$ cat config.mk
export PLATFORM = sky130hd
export DESIGN_NAME = ns_prio_dec
export DESIGN_NICKNAME = d
export VERILOG_FILES = /design/src/rtl/ns_prio_dec.sv
export SDC_FILE = /design/constraint.sdc
export NUM_CORES = 1
export LEC_CHECK = 0
export ABC_AREA = 1
export CORE_MARGIN = 4
export CORE_UTILIZATION = 50
export DETAILED_ROUTE_END_ITERATION = 12
export PLACE_DENSITY_LB_ADDON = 0.1
export SLEW_MARGIN = 40
export SYNTH_ARGS = -nofsm -noshare
export SYNTH_HDL_FRONTEND = slang
export SYNTH_SLANG_ARGS = --single-unit
$ cat constraint.sdc
create_clock -name clk -period 1.42 [get_ports clk]
set_input_delay 0.355 -clock clk [delete_from_list [all_inputs] [get_ports clk]]
set_output_delay 0.355 -clock clk [all_outputs]
set_load 0.02 [all_outputs]
$ cat src/rtl/ns_prio_dec.sv
// ns_prio_dec: rebuilds a WIDTH-bit vector from a stream of bit indices sent
// highest-first (inverse of a repeated MSB priority encoder). One vector is
// emitted per packet over a valid/ready output. Ordering violations, bad
// indices and misplaced null beats are flagged on out_err.
//
// The control state is implicit in two flags:
//   IDLE  : first_q = 1 (no beat accepted yet in the current packet)
//   ACCUM : first_q = 0 (packet in progress)
//   HOLD  : out_vld_q = 1 (result waiting for downstream)
// ACCUM and HOLD overlap, so a new packet can build up while the previous
// result is still waiting.
module ns_prio_dec #(
    parameter int unsigned WIDTH = 8,
    localparam int unsigned IW = $clog2(WIDTH)
) (
    input  logic             clk,
    input  logic             rst,
    input  logic             in_vld,
    output logic             in_rdy,
    input  logic [IW-1:0]    in_idx,
    input  logic             in_null,
    input  logic             in_last,
    output logic             out_vld,
    input  logic             out_rdy,
    output logic [WIDTH-1:0] out_vec,
    output logic             out_err
);

    logic [WIDTH-1:0] acc_q, acc_d;
    logic [IW-1:0]    prev_q, prev_d;
    logic             first_q, first_d;
    logic             err_acc_q, err_acc_d;
    logic [WIDTH-1:0] out_vec_q, out_vec_d;
    logic             out_err_q, out_err_d;
    logic             out_vld_q, out_vld_d;

    logic [WIDTH-1:0] beat_bit;
    logic             beat_err;
    logic             idx_oob;
    logic             in_fire;

    // Only a last beat needs the output register, so only it can stall.
    assign in_rdy  = !out_vld_q | out_rdy | !in_last;
    assign in_fire = in_vld & in_rdy;

    assign out_vld = out_vld_q;
    assign out_vec = out_vec_q;
    assign out_err = out_err_q;

    // Decode the current beat into its bit contribution and its own error.
    always_comb begin
        beat_bit = '0;
        beat_err = 1'b0;
        idx_oob  = 32'(in_idx) >= WIDTH;
        if (in_null) begin
            // A null beat is only legal as a packet of its own.
            beat_err = !first_q;
        end else begin
            // An out-of-range index shifts the bit out, so it sets nothing.
            beat_bit = WIDTH'(1) << in_idx;
            beat_err = idx_oob | (!first_q & (in_idx >= prev_q));
        end
    end

    // Next state: accumulate beats, hand the result to the output register on
    // the last beat, and drain the output on the downstream handshake.
    always_comb begin
        acc_d     = acc_q;
        prev_d    = prev_q;
        first_d   = first_q;
        err_acc_d = err_acc_q;
        out_vec_d = out_vec_q;
        out_err_d = out_err_q;
        out_vld_d = out_vld_q;

        if (out_vld_q && out_rdy) begin
            out_vld_d = 1'b0;
        end

        if (in_fire) begin
            if (in_last) begin
                // A reload in the same cycle as a drain keeps out_vld high.
                out_vec_d = acc_q | beat_bit;
                out_err_d = err_acc_q | beat_err;
                out_vld_d = 1'b1;
                acc_d     = '0;
                err_acc_d = 1'b0;
                prev_d    = '0;
                first_d   = 1'b1;
            end else begin
                acc_d     = acc_q | beat_bit;
                err_acc_d = err_acc_q | beat_err;
                first_d   = 1'b0;
                if (!in_null) begin
                    prev_d = in_idx;
                end
            end
        end
    end

    // State registers; reset discards any partial packet and held output.
    always_ff @(posedge clk or posedge rst) begin
        if (rst) begin
            acc_q     <= '0;
            prev_q    <= '0;
            first_q   <= 1'b1;
            err_acc_q <= 1'b0;
            out_vec_q <= '0;
            out_err_q <= 1'b0;
            out_vld_q <= 1'b0;
        end else begin
            acc_q     <= acc_d;
            prev_q    <= prev_d;
            first_q   <= first_d;
            err_acc_q <= err_acc_d;
            out_vec_q <= out_vec_d;
            out_err_q <= out_err_d;
            out_vld_q <= out_vld_d;
        end
    end

endmodule

# Word-level counts from Yosys, hierarchy flattened
# Index checks and enable logic that the tools add are counted.
dict set report word_totals {
  elab_cells 32
  register_bits 23
  inputBits 9
}
dict set report classes {
  bitwise 6
  reduce_logical 6
  n_eq_ne 1
  magnitude_cmp 1
  n_mux 10
  n_shift 1
}
# cell n
set ops {}
lappend ops {{$mux W8} 2}
lappend ops {{$or A8 B8 Y8} 1}
lappend ops {{$shl A1 B3 Y8 const A} 1}
lappend ops {{$mux W1} 6}
lappend ops {{$mux W3} 2}
lappend ops {{$reduce_and A2 Y1} 2}
lappend ops {{$ge A3 B3 Y1} 1}
lappend ops {{$logic_not A1 Y1} 3}
lappend ops {{$or A1 B1 Y1} 3}
lappend ops {{$and A1 B1 Y1} 2}
lappend ops {{$ne A2 B1 Y1 const B} 1}
lappend ops {{$logic_and A1 B1 Y1} 1}

# Longest topological paths before layout
# Gate-level depths: netlist of the first run.
dict set report depth {
  word_depth 5
  ltp_mapped 10
  mapped_depth_nobuf 10
}

# Worst setup path after synthesis of the first run
# OpenSTA, ideal clock, no wires.
dict set report synth_path {
  path_kind {register -> register}
  start {register out_vld_q (netlist: out_vld)}
  end {register prev_q[0]}
  t_required_ns 1.303
  period_less_slack_ns 1.266
  setup_slack_ns 0.154
  t_arrival_ns 1.149
  path_stages_with_launch 9
  setup_time_ns 0.117
  cell_sequence {dfrtp_1 > inv_1 > nor2_2 > nand2_1 > nand2_2 > inv_2 > nand2_1 > nand2_1 > nand2_1}
}
dict set report synth_between {
  elab_chain_cells 5
}
# item line
set synth_lines {}
lappend synth_lines {{start: declaration} 35} ;# logic out_vld_q, out_vld_d;
lappend synth_lines {{start signal: assignment} 118} ;# out_vld_q <= out_vld_d;
lappend synth_lines {{$logic_not A1 Y1} 43} ;# assign in_rdy = !out_vld_q | out_rdy | !in_last;
lappend synth_lines {{$or A1 B1 Y1 (2 in series)} 43}
lappend synth_lines {{via in_rdy} 19} ;# output logic in_rdy,
lappend synth_lines {{$and A1 B1 Y1} 44} ;# assign in_fire = in_vld & in_rdy;
lappend synth_lines {{$reduce_and A2 Y1 (no source line)} n/a}
lappend synth_lines {{end signal: assignment} 113} ;# prev_q <= prev_d;
lappend synth_lines {{end: declaration} 30} ;# logic [IW-1:0] prev_q, prev_d;
# The timed path passes the listed nets, and every way through them passes these cells.
# A chain may end at the register's enable or synchronous reset.

# Worst setup path in the final report of the first run
dict set report layout_path {
  start {input port in_last}
  end {output port in_rdy}
}
dict set report layout_between {
  elab_chain_cells 2
}
# item line
set layout_lines {}
lappend layout_lines {{start: declaration} 22} ;# input logic in_last,
lappend layout_lines {{$logic_not A1 Y1} 43}
lappend layout_lines {{$or A1 B1 Y1} 43}
lappend layout_lines {{end: declaration} 19}
# No other way between the ends.

==> results.yml, run 1 <==
run_status:
  outcome: "complete, no violations"
setup_path:
  reg2reg_setup_slack_ns: 0.18
  worst_r2r_startpoint: "prev_q[2]"
  worst-r2r-cell-count: 10
  arrival_ns: 1.03
  timing.critical_path.to_type: "output pin"
  launch_point_of_the_critical_path: "in_last"
  path_max_fanout: 2
  criticalPathCategory: "in2out"
  cp-start-kind: "input port"
  worstPathRequired_ns: 1.07
  regToRegEndpoint: "out_err"
clock_network:
  numCtsBuffers: 3
  worst_setup_hold_path_clk_slew_ns: 0.13
  htree_num_levels: 1
  worstSkewPairLatency_ns: 0.30
  ctsRootBufferMaster: "sky130_fd_sc_hd__clkbuf_4"
  hold_buffers: 0
  cts_buffer_depth: 2
  cts_tree: "built"
  cts_num_sinks: 23
cells_and_area:
  antenna-diode-count: 0
  post_route_cells_drive_above_1_share: 0.185
  final_common_cell: "sky130_fd_sc_hd__nand2_1"
  layout.nets: 186
  stdcell_count: 200
  mostFrequentLayoutCells: "57 x sky130_fd_sc_hd__nand2_1, 22 x sky130_fd_sc_hd__dfrtp_1, 21 x sky130_fd_sc_hd__inv_1, 12 x sky130_fd_sc_hd__buf_4, 8 x sky130_fd_sc_hd__a21oi_1"
  syn_to_final_growth_pct: 32.8
  number_of_fillers_in_the_final_layout: 156
sta:
  hold_viol_final: 0
  final_min_period_over_clock_period: 0.978
  fin_setup_tns_ns: 0
  max_freq_mhz: 720
  timing.slew.headroom: 0.843
  pins_over_their_slew_limit: 0
  finalSetupViolations: 0
  minimum_clock_period_after_layout_ns: 1.39
  timing.clock.skew_ns: 0.00621
  tightestPinTransition_ns: 0.233
  grt_setup_unrepaired: "yes"
floorplan:
  design.die.area_um2: 3010
  floorplan.io_pins: 20
  placeableCoreArea_um2: 2020
  core.rowCount: 16
  initial_core_util: 0.543
  dieWidth_um: 54.8
  die_h_um: 54.8
place:
  gp_congestion: 0.820
  place.detailed.instances: 196
  detailed_place_hpwl_um: 1650
  port-buffer-count: 19
global_route:
  globalRouteMet1Util: 0.199
  pin_count_of_the_biggest_net_entering_global_routing: 24
  gr-total-overflow: 0
  grtUsageTotal: 0.176
  global_route.usage.met2: 0.329
  antenna_found_initial: 0
  grt_first_pass_wirelength_um: 3820
  busiest_layer: "met2"
  met3_usage: 0.0245
  grt_pass1_vias: 953
detailed_routing:
  dr_total_vias: 938
  drt_wirelength_um: 2170
  routed_wire_length_per_instance_um: 10.8
  drtPass1Iterations: 4
  route.antenna.remaining_nets: 0
  drt_iter0_drc: 11
  route.detailed.drc: 0
  vias_per_cell: 4.69
synthesis:
  postSynthCellCount: 139
  netlist.top_cell.by_area: "sky130_fd_sc_hd__dfrtp_1"
  netlist-cell-type-count: 16
  yosysSeqAreaShare: 0.526
  net_count_synth: 151
  yosys.area.top_type_share: 0.502
  synth-warning-count: 0
  yosys-top-cells-area: "sky130_fd_sc_hd__dfrtp_1 50%, sky130_fd_sc_hd__nand2_1 20%, sky130_fd_sc_hd__inv_1 7.5%, sky130_fd_sc_hd__a21oi_1 3.6%, sky130_fd_sc_hd__ha_1 3.4%"
  avgSynthCellArea_um2: 7.89
  post_synth_instance_area_um2: 1100
  postSynthRegisterBits: 23
flow_run:
  max_cap_viol_count: 0
worst_hold_path:
  hold_class: "in2async"
power_and_ir_drop:
  pwr_density_cell_nw_per_um2: 941
  vdd_drop_max_v: 0.000484
  cellLeakagePower_uw: 0.000808
==> sequential cells by signal, summed over array words and instances, names as in the netlist <==
name,cells
err_acc_q,1
out_err,1
first_q,1
acc_q,8
out_vld,1
out_vec,8
prev_q,3
==> stage by stage <==
| step | hold WS [ns] | utilization | worst slack [ns] | instance area [um2] | power (uW) |
|---|---|---|---|---|---|
| finish | 0.371 | 0.721 | 0.0314 | 1460 | 1370 |
| global route | 0.373 | 0.721 | -0.0419 | 1460 | 1460 |
| CTS | 0.381 | 0.707 | -0.0413 | 1430 | 1370 |
| detailed placement | 0.464 | 0.702 | -0.482 | 1420 | 1100 |
| global placement | 0.461 | 0.702 | -0.472 | 1420 | 1090 |
| floorplan | 0.356 | - | 0.154 | 1100 | 935 |
==> cell type report <==
cell class	count	area [um2]	area share
Sequential cell	23	577	0.396
Clock buffer	3	22.5	0.0155
Clock inverter	1	5.00	0.00343
Tap cell	27	33.8	0.0232
Timing Repair Buffer	32	302	0.207
Inverter	24	90.1	0.0618
Multi-Input combinational cell	90	428	0.294
==> repair_timing <==
action,4_1_cts,5_1_grt
resized for setup,14,17
setup buffers,0,0
endpoints found under the setup margin,11,13
pin swaps,1,3
==> per-layer routing <==
metal,vias up,share of wire
met2,29,0.50
met5,-,0
li1,486,-
met4,0,0.0046
met3,2,0.055
met1,421,0.44
==> cells by family after synthesis <==
logic type,after synthesis,synth area share
buffers and inverters,26,0.0935
adder cells (fa/ha/maj),3,0.0342
AND/OR/NAND/NOR,69,0.251
flip-flops,23,0.526
AO/OA/AOI/OAI,18,0.0958
==> critical path, stage by stage <==
cell and delay (ns):
sky130_fd_sc_hd__clkdlybuf4s50_1 0.49, sky130_fd_sc_hd__nand2_2 0.06, sky130_fd_sc_hd__buf_6 0.13
==> power by group <==
| group | switching (uW) | total (uW) | internal [uW] | leakage, uW |
|---|---|---|---|---|
| logic | 193 | 333 | 140 | 0.000484 |
| registers | 23.6 | 737 | 713 | 0.000306 |
| clock network | 197 | 302 | 105 | 0.0000177 |
==> cell usage after synthesis <==
| cell type | count |
|---|---|
| sky130_fd_sc_hd__a21oi_1 | 8 |
| sky130_fd_sc_hd__buf_2 | 1 |
| sky130_fd_sc_hd__buf_4 | 1 |
| sky130_fd_sc_hd__dfrtp_1 | 22 |
| sky130_fd_sc_hd__dfstp_2 | 1 |
| sky130_fd_sc_hd__ha_1 | 3 |
| sky130_fd_sc_hd__inv_1 | 22 |
| sky130_fd_sc_hd__inv_2 | 2 |
| sky130_fd_sc_hd__nand2_1 | 59 |
| sky130_fd_sc_hd__nand2_2 | 1 |
| sky130_fd_sc_hd__nand3_1 | 5 |
| sky130_fd_sc_hd__nor2_1 | 2 |
| sky130_fd_sc_hd__nor2_2 | 1 |
| sky130_fd_sc_hd__o21ai_0 | 6 |
| sky130_fd_sc_hd__o21ai_2 | 4 |
| sky130_fd_sc_hd__or2_4 | 1 |
==> worst max-delay path by stage <==
stage | endpoint | slack (ns)
after floorplan | prev_q[0] | 0.15
after global placement | in_rdy | -0.47
after detailed placement | in_rdy | -0.48
after CTS | in_rdy | -0.04
after global routing | in_rdy | -0.04
final | in_rdy | 0.03
Note: power is estimated with default switching activity, not from simulation.
==> run 2, diff against run 1 <==
--- a/config.mk
+++ b/config.mk
@@ -9,6 +9,7 @@
 export CORE_MARGIN = 4
 export CORE_UTILIZATION = 50
 export DETAILED_ROUTE_END_ITERATION = 12
+export GPL_ROUTABILITY_DRIVEN = 0
 export PLACE_DENSITY_LB_ADDON = 0.1
 export SLEW_MARGIN = 40
 export SYNTH_ARGS = -nofsm -noshare
==> results of run 2 <==
No change in the layout: final DEF, timing and power equal those of run 1.
